===== src/rtl/tri_raster_scan_pkg.sv =====
// rtl/tri_raster_scan_pkg.sv - shared constants, scan state enum and min/max helpers
package tri_raster_scan_pkg;

    localparam int COORD_W = 9;
    localparam int IDX_X   = 2;
    localparam int IDX_Y   = 1;
    localparam int IDX_Z   = 0;

    typedef logic [COORD_W-1:0] coord_t;

    typedef enum logic [2:0] {
        ST_IDLE,
        ST_BBOX,
        ST_ISSUE,
        ST_WAIT,
        ST_ADV
    } scan_state_t;

    function automatic coord_t min3(input coord_t a, input coord_t b, input coord_t c);
        coord_t m;
        m = (a < b) ? a : b;
        return (c < m) ? c : m;
    endfunction

    function automatic coord_t max3(input coord_t a, input coord_t b, input coord_t c);
        coord_t m;
        m = (a > b) ? a : b;
        return (c > m) ? c : m;
    endfunction

endpackage


===== src/rtl/tri_bbox.sv =====
// rtl/tri_bbox.sv - combinational unsigned bounding box of three vertices
module tri_bbox
    import tri_raster_scan_pkg::*;
(
    input  logic [COORD_W-1:0] x1,
    input  logic [COORD_W-1:0] y1,
    input  logic [COORD_W-1:0] x2,
    input  logic [COORD_W-1:0] y2,
    input  logic [COORD_W-1:0] x3,
    input  logic [COORD_W-1:0] y3,
    output logic [COORD_W-1:0] xmin,
    output logic [COORD_W-1:0] xmax,
    output logic [COORD_W-1:0] ymin,
    output logic [COORD_W-1:0] ymax
);

    always_comb begin
        xmin = min3(x1, x2, x3);
        xmax = max3(x1, x2, x3);
        ymin = min3(y1, y2, y3);
        ymax = max3(y1, y2, y3);
    end

endmodule


===== src/rtl/tri_raster_scan.sv =====
// rtl/tri_raster_scan.sv - bounding-box raster scanner feeding a point-in-triangle tester
// Optional screen clipping of the bounding box is enabled by macro SCREEN_CLIP_EN.
module tri_raster_scan
    import tri_raster_scan_pkg::*;
#(
    parameter int SCREEN_W = 320,
    parameter int SCREEN_H = 240
) (
    input  logic               clk_in,
    input  logic               rst_in,
    input  logic [COORD_W-1:0] v1 [2:0],
    input  logic [COORD_W-1:0] v2 [2:0],
    input  logic [COORD_W-1:0] v3 [2:0],
    input  logic               tri_valid_in,
    output logic               tri_ready_out,
    output logic [COORD_W-1:0] test_x,
    output logic [COORD_W-1:0] test_y,
    output logic [COORD_W-1:0] test_v1 [2:0],
    output logic [COORD_W-1:0] test_v2 [2:0],
    output logic [COORD_W-1:0] test_v3 [2:0],
    output logic               test_valid,
    input  logic               test_in_tri,
    input  logic               test_done,
    output logic [COORD_W-1:0] pix_x,
    output logic [COORD_W-1:0] pix_y,
    output logic               pix_valid,
    output logic               scan_done,
    output logic [16:0]        frag_count
);

`ifdef SCREEN_CLIP_EN
    localparam bit CLIP_EN = 1'b1;
`else
    localparam bit CLIP_EN = 1'b0;
`endif

    localparam coord_t X_LIM = coord_t'(SCREEN_W - 1);
    localparam coord_t Y_LIM = coord_t'(SCREEN_H - 1);

    scan_state_t state;
    coord_t      x_lo;
    coord_t      x_hi;
    coord_t      y_hi;

    coord_t bb_xmin, bb_xmax, bb_ymin, bb_ymax;
    coord_t lim_xmax, lim_ymax;
    logic   off_screen;

    tri_bbox u_bbox (
        .x1   (test_v1[IDX_X]),
        .y1   (test_v1[IDX_Y]),
        .x2   (test_v2[IDX_X]),
        .y2   (test_v2[IDX_Y]),
        .x3   (test_v3[IDX_X]),
        .y3   (test_v3[IDX_Y]),
        .xmin (bb_xmin),
        .xmax (bb_xmax),
        .ymin (bb_ymin),
        .ymax (bb_ymax)
    );

    // Clamping only touches the upper bounds; a box starting off-screen is dropped whole.
    always_comb begin
        lim_xmax   = bb_xmax;
        lim_ymax   = bb_ymax;
        off_screen = 1'b0;
        if (CLIP_EN) begin
            if (bb_xmax > X_LIM) lim_xmax = X_LIM;
            if (bb_ymax > Y_LIM) lim_ymax = Y_LIM;
            off_screen = (bb_xmin > X_LIM) || (bb_ymin > Y_LIM);
        end
    end

    // test_x/test_y double as the scan cursor, so they are stable for the whole query.
    always_ff @(posedge clk_in) begin
        if (rst_in) begin
            state         <= ST_IDLE;
            tri_ready_out <= 1'b1;
            test_valid    <= 1'b0;
            pix_valid     <= 1'b0;
            scan_done     <= 1'b0;
            frag_count    <= '0;
            test_x        <= '0;
            test_y        <= '0;
            pix_x         <= '0;
            pix_y         <= '0;
            x_lo          <= '0;
            x_hi          <= '0;
            y_hi          <= '0;
            test_v1       <= '{default: '0};
            test_v2       <= '{default: '0};
            test_v3       <= '{default: '0};
        end else begin
            test_valid <= 1'b0;
            pix_valid  <= 1'b0;
            scan_done  <= 1'b0;
            case (state)
                ST_IDLE: begin
                    if (tri_valid_in) begin
                        test_v1       <= v1;
                        test_v2       <= v2;
                        test_v3       <= v3;
                        frag_count    <= '0;
                        tri_ready_out <= 1'b0;
                        state         <= ST_BBOX;
                    end
                end
                ST_BBOX: begin
                    if (off_screen) begin
                        scan_done     <= 1'b1;
                        tri_ready_out <= 1'b1;
                        state         <= ST_IDLE;
                    end else begin
                        x_lo       <= bb_xmin;
                        x_hi       <= lim_xmax;
                        y_hi       <= lim_ymax;
                        test_x     <= bb_xmin;
                        test_y     <= bb_ymin;
                        test_valid <= 1'b1;
                        state      <= ST_ISSUE;
                    end
                end
                ST_ISSUE: begin
                    state <= ST_WAIT;
                end
                ST_WAIT: begin
                    if (test_done) begin
                        if (test_in_tri) begin
                            pix_valid <= 1'b1;
                            pix_x     <= test_x;
                            pix_y     <= test_y;
                            if (frag_count != '1) frag_count <= frag_count + 17'd1;
                        end
                        state <= ST_ADV;
                    end
                end
                ST_ADV: begin
                    if (test_x < x_hi) begin
                        test_x     <= test_x + coord_t'(1);
                        test_valid <= 1'b1;
                        state      <= ST_ISSUE;
                    end else if (test_y < y_hi) begin
                        test_x     <= x_lo;
                        test_y     <= test_y + coord_t'(1);
                        test_valid <= 1'b1;
                        state      <= ST_ISSUE;
                    end else begin
                        scan_done     <= 1'b1;
                        tri_ready_out <= 1'b1;
                        state         <= ST_IDLE;
                    end
                end
                default: begin
                    tri_ready_out <= 1'b1;
                    state         <= ST_IDLE;
                end
            endcase
        end
    end

endmodule


===== config.mk =====
export PLATFORM = sky130hd
export DESIGN_NAME = tri_raster_scan
export DESIGN_NICKNAME = d
export VERILOG_FILES = /design/src/rtl/tri_raster_scan_pkg.sv /design/src/rtl/tri_bbox.sv /design/src/rtl/tri_raster_scan.sv
export SDC_FILE = /design/constraint.sdc
export NUM_CORES = 1
export LEC_CHECK = 0
export CORE_ASPECT_RATIO = 0.9
export CORE_MARGIN = 2
export CORE_UTILIZATION = 45
export DETAILED_ROUTE_END_ITERATION = 16
export PLACE_DENSITY = 0.82
export RECOVER_POWER = 50
export SLEW_MARGIN = 20
export SYNTH_ARGS = -nofsm -noshare
export SYNTH_HDL_FRONTEND = slang
export SYNTH_SLANG_ARGS = --single-unit

===== constraint.sdc =====
create_clock -name clk_in -period 4.8 [get_ports clk_in]
set_clock_uncertainty 0.05 [all_clocks]
set_input_delay 1.2 -clock clk_in [delete_from_list [all_inputs] [get_ports clk_in]]
set_output_delay 1.2 -clock clk_in [all_outputs]
set_load 0.02 [all_outputs]

==> summary.txt, run 1 <==
number of H-tree levels = 4
insertion delay of the later-clocked pin in the worst-skew pair = 430 ps
maximum fanout count along the critical path = 15
main combinational cell family by area after synthesis = simple AND/OR/NAND/NOR gates
fin cells = 1565
vias after detailed routing = 8742
xor and xnor area share after synthesis = 0.01841
kind of capture point of the worst setup path = flop
violated checks = max-capacitance violations, max-slew violations
Compound-Gate Fraction of Synth Area = 0.1618
ratio of total power to cell area = 356.2 mW/mm²
Final Max Tran Viols = 120
maximum number of pins on one net before global-route repair = 84
count of flip-flops with a built-in enable after synthesis = 0
Final Cell Area = 0.01201 mm²
setup repair after global routing missed its margin = no
Overall Power = 0.004278 W
multiplexer share of the synthesized area = 0.07211
Layout Area Growth over Synthesis = 32.83%
Hold Crit Class = flop to flop
measured slew at the worst slew-check pin = 2050 ps
cell count after placement = 1531
element type at the critical path start = flop
number of nets in the synthesized netlist = 1263
die boundary height = 138.5 µm
post-detailed-routing wire length = 27.09 mm
Crit Path Class = flop to flop
static leakage = 5.050 nW
Data arrival, critical path = 4550 ps
required time at the endpoint of the critical path = 5050 ps
I/O pin cnt = 224
simple logic cell fraction of the synthesized area = 0.2227
CTS buffer count = 17
number of register bits inferred by synthesis = 168
Peak Freq = 233.0 MHz
CTS tree = built
post-route worst hold slack = 401.3 ps
Maximum Capacitance Violations = 3
clock slew seen by the registers of the worst setup and hold paths = 60 ps
count of final hold-check violations = 0
sinks on the clock net = 168
average via count per standard cell = 5.586
global route overflow = 0
global-route wire length before repair = 44.53 mm
average wire length per cell after detail routing = 17.31 µm
fraction of layout cells with a size suffix above 1 = 0.04817
antenna violations before repair = 0
number of DRC markers in iteration 0 = 567
post-synth top area share = 0.3720
final sum of negative setup slack = 0 ps
DRT antenna net count = 0
number of iterations in the first detailed-routing pass = 5
run status = finished, violations left
Gate Count Post-Synth = 1105
CTS Hold Bufs = 0
Setup Viol. Count Final = 0
netlist area before placement = 0.009040 mm²
Residual DRC = 0
maximum clock insertion buffer count = 2
Starting Density = 0.4551
sequential area share after synthesis = 0.3720
number of distinct library cells after synthesis = 58
leading area contributor after synthesis = dfxtp_1
flop2flop setup slack = 510 ps
CTS Root Buffer Type = clkbuf_16
cell types occupying the most area after synthesis = dfxtp_1 (37%), ha_1 (10%), nand2_1 (8.3%), mux2i_1 (6.4%), a21oi_1 (6.3%)
placed instance area = 0.01145 mm²
Max rail drop VDD = 0.2551 mV
post-CTS repair timing setup buffer count = 0
number of gates given a new drive strength after cts = 0
post-synthesis share of cell area spent on full adders, half adders and majority gates = 0.09965
placed wire-length estimate = 19.37 mm
final RePlAce weighted congestion = 0.8798
slew margin rel. = -0.3747
die area = 0.02124 mm²
Die Span X = 153.4 µm
share of synthesized registers carrying an async set or reset = 0
total core area = 0.01986 mm²
number of I/O port buffers = 223
global router's overall resource usage = 0.2542
min Tclk post-route = 4291 ps
vias in the first global route = 8508
number of nets in the finished design = 1453
Primary FF master, synth = dfxtp_1
Avg Synthesized Cell Area = 8.181 µm²
part of the cycle the worst path needs = 0.8940
total number of yosys warnings = 0
row cnt = 49
-- report_power, final --
part	total [W]	switching, W	internal (W)	leakage [nW]
combinational	0.00135	0.000797	0.000556	3.41
clock	0.00135	0.000588	0.000758	0.273
sequential	0.00158	0.000104	0.00147	1.37
-- stage by stage --
stage               setup WS [ps]    util
finish                      508.6  0.6045
global route                172.0  0.6042
CTS                         603.4  0.6048
detailed placement          659.3  0.5762
global placement            851.6  0.5762
floorplan                   881.7       -
-- layer usage --
layer  GRT usage  wire length [µm]  vias up  share of wire
li1            -                 -     4269              -
met1      0.3437             12030     4101           0.44
met4     0.07484               482        0          0.018
met5           0                 0        -              0
met3     0.07429              2485       38          0.092
met2      0.3957             12100      334           0.45
-- worst paths after layout --
kind                                               start                      end  cells past startpoint
worst max register to register  test_v2[26]$_SDFFE_PP0P_     x_hi[8]$_SDFFE_PP0P_                     15
worst min register to register   test_v1[7]$_SDFFE_PP0P_  test_v1[7]$_SDFFE_PP0P_                      2
worst max-delay path            test_v2[26]$_SDFFE_PP0P_     x_hi[8]$_SDFFE_PP0P_                     15
worst min-delay path             test_v1[7]$_SDFFE_PP0P_  test_v1[7]$_SDFFE_PP0P_                      2
-- registers in the layout, indices dropped and copies added, names as in the netlist, 9 cells and up --
register,cells
pix_y,9
test_v1,27
pix_x,9
test_y,9
test_v3,27
frag_count,17
y_hi,9
x_hi,9
test_v2,27
x_lo,9
test_x,9
-- synthesized netlist by cell type (all sizes together) (3+ instances only) --
master and count:
o311ai 16, dfxtp 168, nand4b 10, or3 23, o21a 5, nand3b 9, nand2b 5, mux2 6
a31oi 9, nor3 18, a21o 12, a211oi 17, buf 14, nand2 201, nor2b 14, xnor2 6
ha 72, nand3 18, and4 4, nor4 3, nand4 23, a221o 5, a21oi 113, or2 5
o21ai 30, mux2i 58, clkbuf 51, and2 7, nor2 67, xor2 13, inv 57, o211ai 8
and3 13, o21bai 4
-- cell usage in the layout (no fill, tap or decap), types with 4 or more instances in the layout --
master,netlist,layout
o311ai_0,16,16
clkbuf_16,0,17
nor2_1,67,65
and3_1,13,13
nand2_1,201,201
a21o_1,12,12
nand2b_1,5,5
nand4b_1,10,10
o21ai_0,29,29
a21oi_1,113,113
a221o_1,5,5
nand4_1,23,23
o211ai_1,8,8
o21bai_1,4,4
buf_4,4,12
and2_1,7,7
xnor2_1,6,6
nor3_1,17,17
or2_2,5,4
nand3b_1,9,9
xor2_1,13,13
ha_1,72,72
clkdlybuf4s50_1,0,128
and4_1,4,4
inv_1,57,57
mux2_2,5,5
a31oi_1,9,9
nand3_1,18,18
o21a_1,5,5
dfxtp_1,168,168
mux2i_1,58,58
dlygate4sd3_1,0,94
nor2b_1,14,14
a211oi_1,14,14
or3_1,23,23
-- worst max-delay path: stages (launching register included) --
cell	delay [ps]
dfxtp_1	430
inv_1	80
ha_1	320
a21oi_1	180
o21ai_0	130
a211oi_2	220
a21o_1	400
mux2i_1	470
ha_1	210
o21ai_0	110
a211oi_1	230
o21ai_0	150
a21oi_1	730
buf_4	260
nand4b_1	90
o311ai_0	110
-- final cells by class --
class / instances / area, µm²
repair buffers: 236 / 2337
inverters: 57 / 214.0
clock buffers: 22 / 474.2
flip-flops and latches: 168 / 3363
diodes: 2 / 5.005
well taps: 255 / 319.1
clock inverters: 10 / 93.84
fillers: 1752 / 7856
multi-input cells: 815 / 5201
-- cells by family (layout without fill, tap and decap cells) --
logic type	after synthesis	in the layout
AOI/OAI and AO/OA	235	235
xor gates and xnor gates	19	19
adders and majority gates	72	72
buffers and inverters	122	325
DFF	168	168
muxes	64	64
other	0	2
and+or+nand+nor	425	425
(Power assumes the default switching activity.)
==> run 2, diff against run 1 <==
Settings changed: MAX_ROUTING_LAYER set to met4.
==> summary.txt, run 2 (same netlist as run 1, synthesis figures left out) <==
run status = finished, violations left (unchanged)
violated checks = max-capacitance violations, max-slew violations (unchanged)
vias after detailed routing = 8800 (was 8742)
Final Max Tran Viols = 120 (unchanged)
CTS tree = built (unchanged)
Max rail drop VDD = 0.2610 mV (was 0.2551 mV)
Die Span X = 153.4 µm (unchanged)
sinks on the clock net = 168 (unchanged)
die area = 0.02124 mm² (unchanged)
Crit Path Class = flop to flop (unchanged)
number of gates given a new drive strength after cts = 0 (unchanged)
Largest regs = test_v1 (27), test_v2 (27), test_v3 (27) (unchanged)
final RePlAce weighted congestion = 0.8943 (was 0.8798)
post-route worst setup slack = 487.1 ps (was 508.6 ps)
insertion delay of the later-clocked pin in the worst-skew pair = 430 ps (about the same)
CTS Hold Bufs = 0 (unchanged)
Hold Crit Class = flop to flop (unchanged)
DRT antenna net count = 0 (unchanged)
post-CTS repair timing setup buffer count = 0 (unchanged)
number of iterations in the first detailed-routing pass = 7 (was 5)
Residual DRC = 0 (unchanged)
part of the cycle the worst path needs = 0.8985 (was 0.8940)
critical-path cell with the highest stage delay = a21oi_1 (unchanged)
kind of capture point of the worst setup path = flop (unchanged)
fin cells = 1564 (was 1565)
cell count after placement = 1531 (unchanged)
CTS buffer count = 17 (unchanged)
maximum number of pins on one net before global-route repair = 84 (unchanged)
maximum fanout count along the critical path = 15 (unchanged)
leading cell type in the layout, fill and taps excluded = nand2_1 (unchanged)
maximum clock insertion buffer count = 2 (unchanged)
measured slew at the worst slew-check pin = 2034 ps (was 2050 ps)
Peak Freq = 231.9 MHz (was 233.0 MHz)
Starting Density = 0.4551 (unchanged)
fraction of layout cells with a size suffix above 1 = 0.04817 (unchanged)
number of I/O port buffers = 223 (unchanged)
Maximum Capacitance Violations = 3 (unchanged)
number of nets in the finished design = 1453 (unchanged)
Data arrival, critical path = 4570 ps (was 4550 ps)
gate family responsible for the most delay along the worst path = compound AO/OA/AOI/OAI gates (unchanged)
vias in the first global route = 8543 (was 8508)
total core area = 0.01986 mm² (unchanged)
die boundary height = 138.5 µm (unchanged)
static leakage = 5.050 nW (unchanged)
number of DRC markers in iteration 0 = 570 (was 567)
row cnt = 49 (unchanged)
global route overflow = 0 (unchanged)
Setup Viol. Count Final = 0 (unchanged)
most repeated library cell on the critical path = o21ai_0 (unchanged)
minimum setup slack after placement = 659.3 ps (unchanged)
worst path buffer plus inverter count = 2 (unchanged)
min Tclk post-route = 4313 ps (was 4291 ps)
final sum of negative setup slack = 0 ps (unchanged)
count of final hold-check violations = 0 (unchanged)
average via count per standard cell = 5.627 (was 5.586)
post-detailed-routing wire length = 27.22 mm (was 27.09 mm)
CTS Root Buffer Type = clkbuf_16 (unchanged)
ratio of total power to cell area = 357.2 mW/mm² (was 356.2 mW/mm²)
slew margin rel. = -0.3642 (was -0.3747)
I/O pin cnt = 224 (unchanged)
number of H-tree levels = 4 (unchanged)
cell breakdown of the critical path = inv_1 > ha_1 > a21oi_1 > o21ai_0 > a211oi_2 > a21o_1 > mux2i_1 > ha_1 > o21ai_0 > a211oi_1 > o21ai_0 > a21oi_1 > buf_4 > nand4b_1 > o311ai_0 (unchanged)
antenna violations before repair = 0 (unchanged)
setup repair after global routing missed its margin = no (unchanged)
average wire length per cell after detail routing = 17.41 µm (was 17.31 µm)
delay of the slowest cell on the worst path = 740 ps (was 730 ps)
element type at the critical path start = flop (unchanged)
global-route wire length before repair = 44.42 mm (was 44.53 mm)
Layout Area Growth over Synthesis = 32.80% (was 32.83%)
commonest cells after routing, fill and taps aside = nand2_1 (201), dfxtp_1 (168), clkdlybuf4s50_1 (128), a21oi_1 (113), dlygate4sd3_1 (94) (unchanged)
global router's overall resource usage = 0.2620 (was 0.2542)
clock slew seen by the registers of the worst setup and hold paths = 60 ps (about the same)
required time at the endpoint of the critical path = 5060 ps (was 5050 ps)
placed wire-length estimate = 19.37 mm (unchanged)
## run 2: cell types whose count changed in the layout (fill, tap and decap cells not counted), sizes merged
cell,change
diode,-1
## run 2: layout make-up
| type | instances | area (µm²) |
|---|---|---|
| fillers | 1752 | 7859 |
| diodes | 1 | 2.502 |
| well taps | 255 | 319.1 |
| clock buffers | 22 | 474.2 |
| multi-input cells | 815 | 5201 |
| clock inverters | 10 | 93.84 |
| repair buffers | 236 | 2337 |
| inverters | 57 | 214.0 |
| flip-flops and latches | 168 | 3363 |
## run 2: stage by stage
stage	utilization	hold slack, ps	area, µm²	power (W)
6_report	0.6044	401.0	12010	0.004288
5_1_grt	0.6042	419.7	12000	0.004494
4_1_cts	0.6048	404.4	12010	0.004302
3_5_place_dp	0.5762	395.5	11450	0.002960
3_3_place_gp	0.5762	391.0	11450	0.002914
2_1_floorplan	-	386.3	9040	0.002497
## run 2: final timing paths
path / startpoint / endpoint / slack, ps / depth (start not counted)
worst max-delay path: test_v2[26]$_SDFFE_PP0P_ / x_hi[8]$_SDFFE_PP0P_ / 490 / 15
worst min-delay path: test_v1[7]$_SDFFE_PP0P_ / test_v1[7]$_SDFFE_PP0P_ / 400 / 2
worst max register to register: test_v2[26]$_SDFFE_PP0P_ / x_hi[8]$_SDFFE_PP0P_ / 490 / 15
worst min register to register: test_v1[7]$_SDFFE_PP0P_ / test_v1[7]$_SDFFE_PP0P_ / 400 / 2
## run 2: layer usage
| layer | track usage | vias up | share of wire |
|---|---|---|---|
| met2 | 0.3950 | 336 | 0.45 |
| met1 | 0.3512 | 4149 | 0.45 |
| met4 | 0.07484 | 0 | 0.020 |
| li1 | - | 4269 | - |
| met3 | 0.06364 | 46 | 0.079 |
| met5 | - | - | 0 |
## run 2: tightest hold or removal path: stages, from the launching register on
cell and delay (ps):
dfxtp_1 310, nand2_1 50, a21oi_1 50
## run 2: power breakdown
group	total, W	leakage (nW)	switching [W]	internal (W)
Clock	0.00135	0.273	0.000593	0.000758
Sequential	0.00158	1.37	0.000104	0.00147
Combinational	0.00136	3.41	0.000802	0.000556
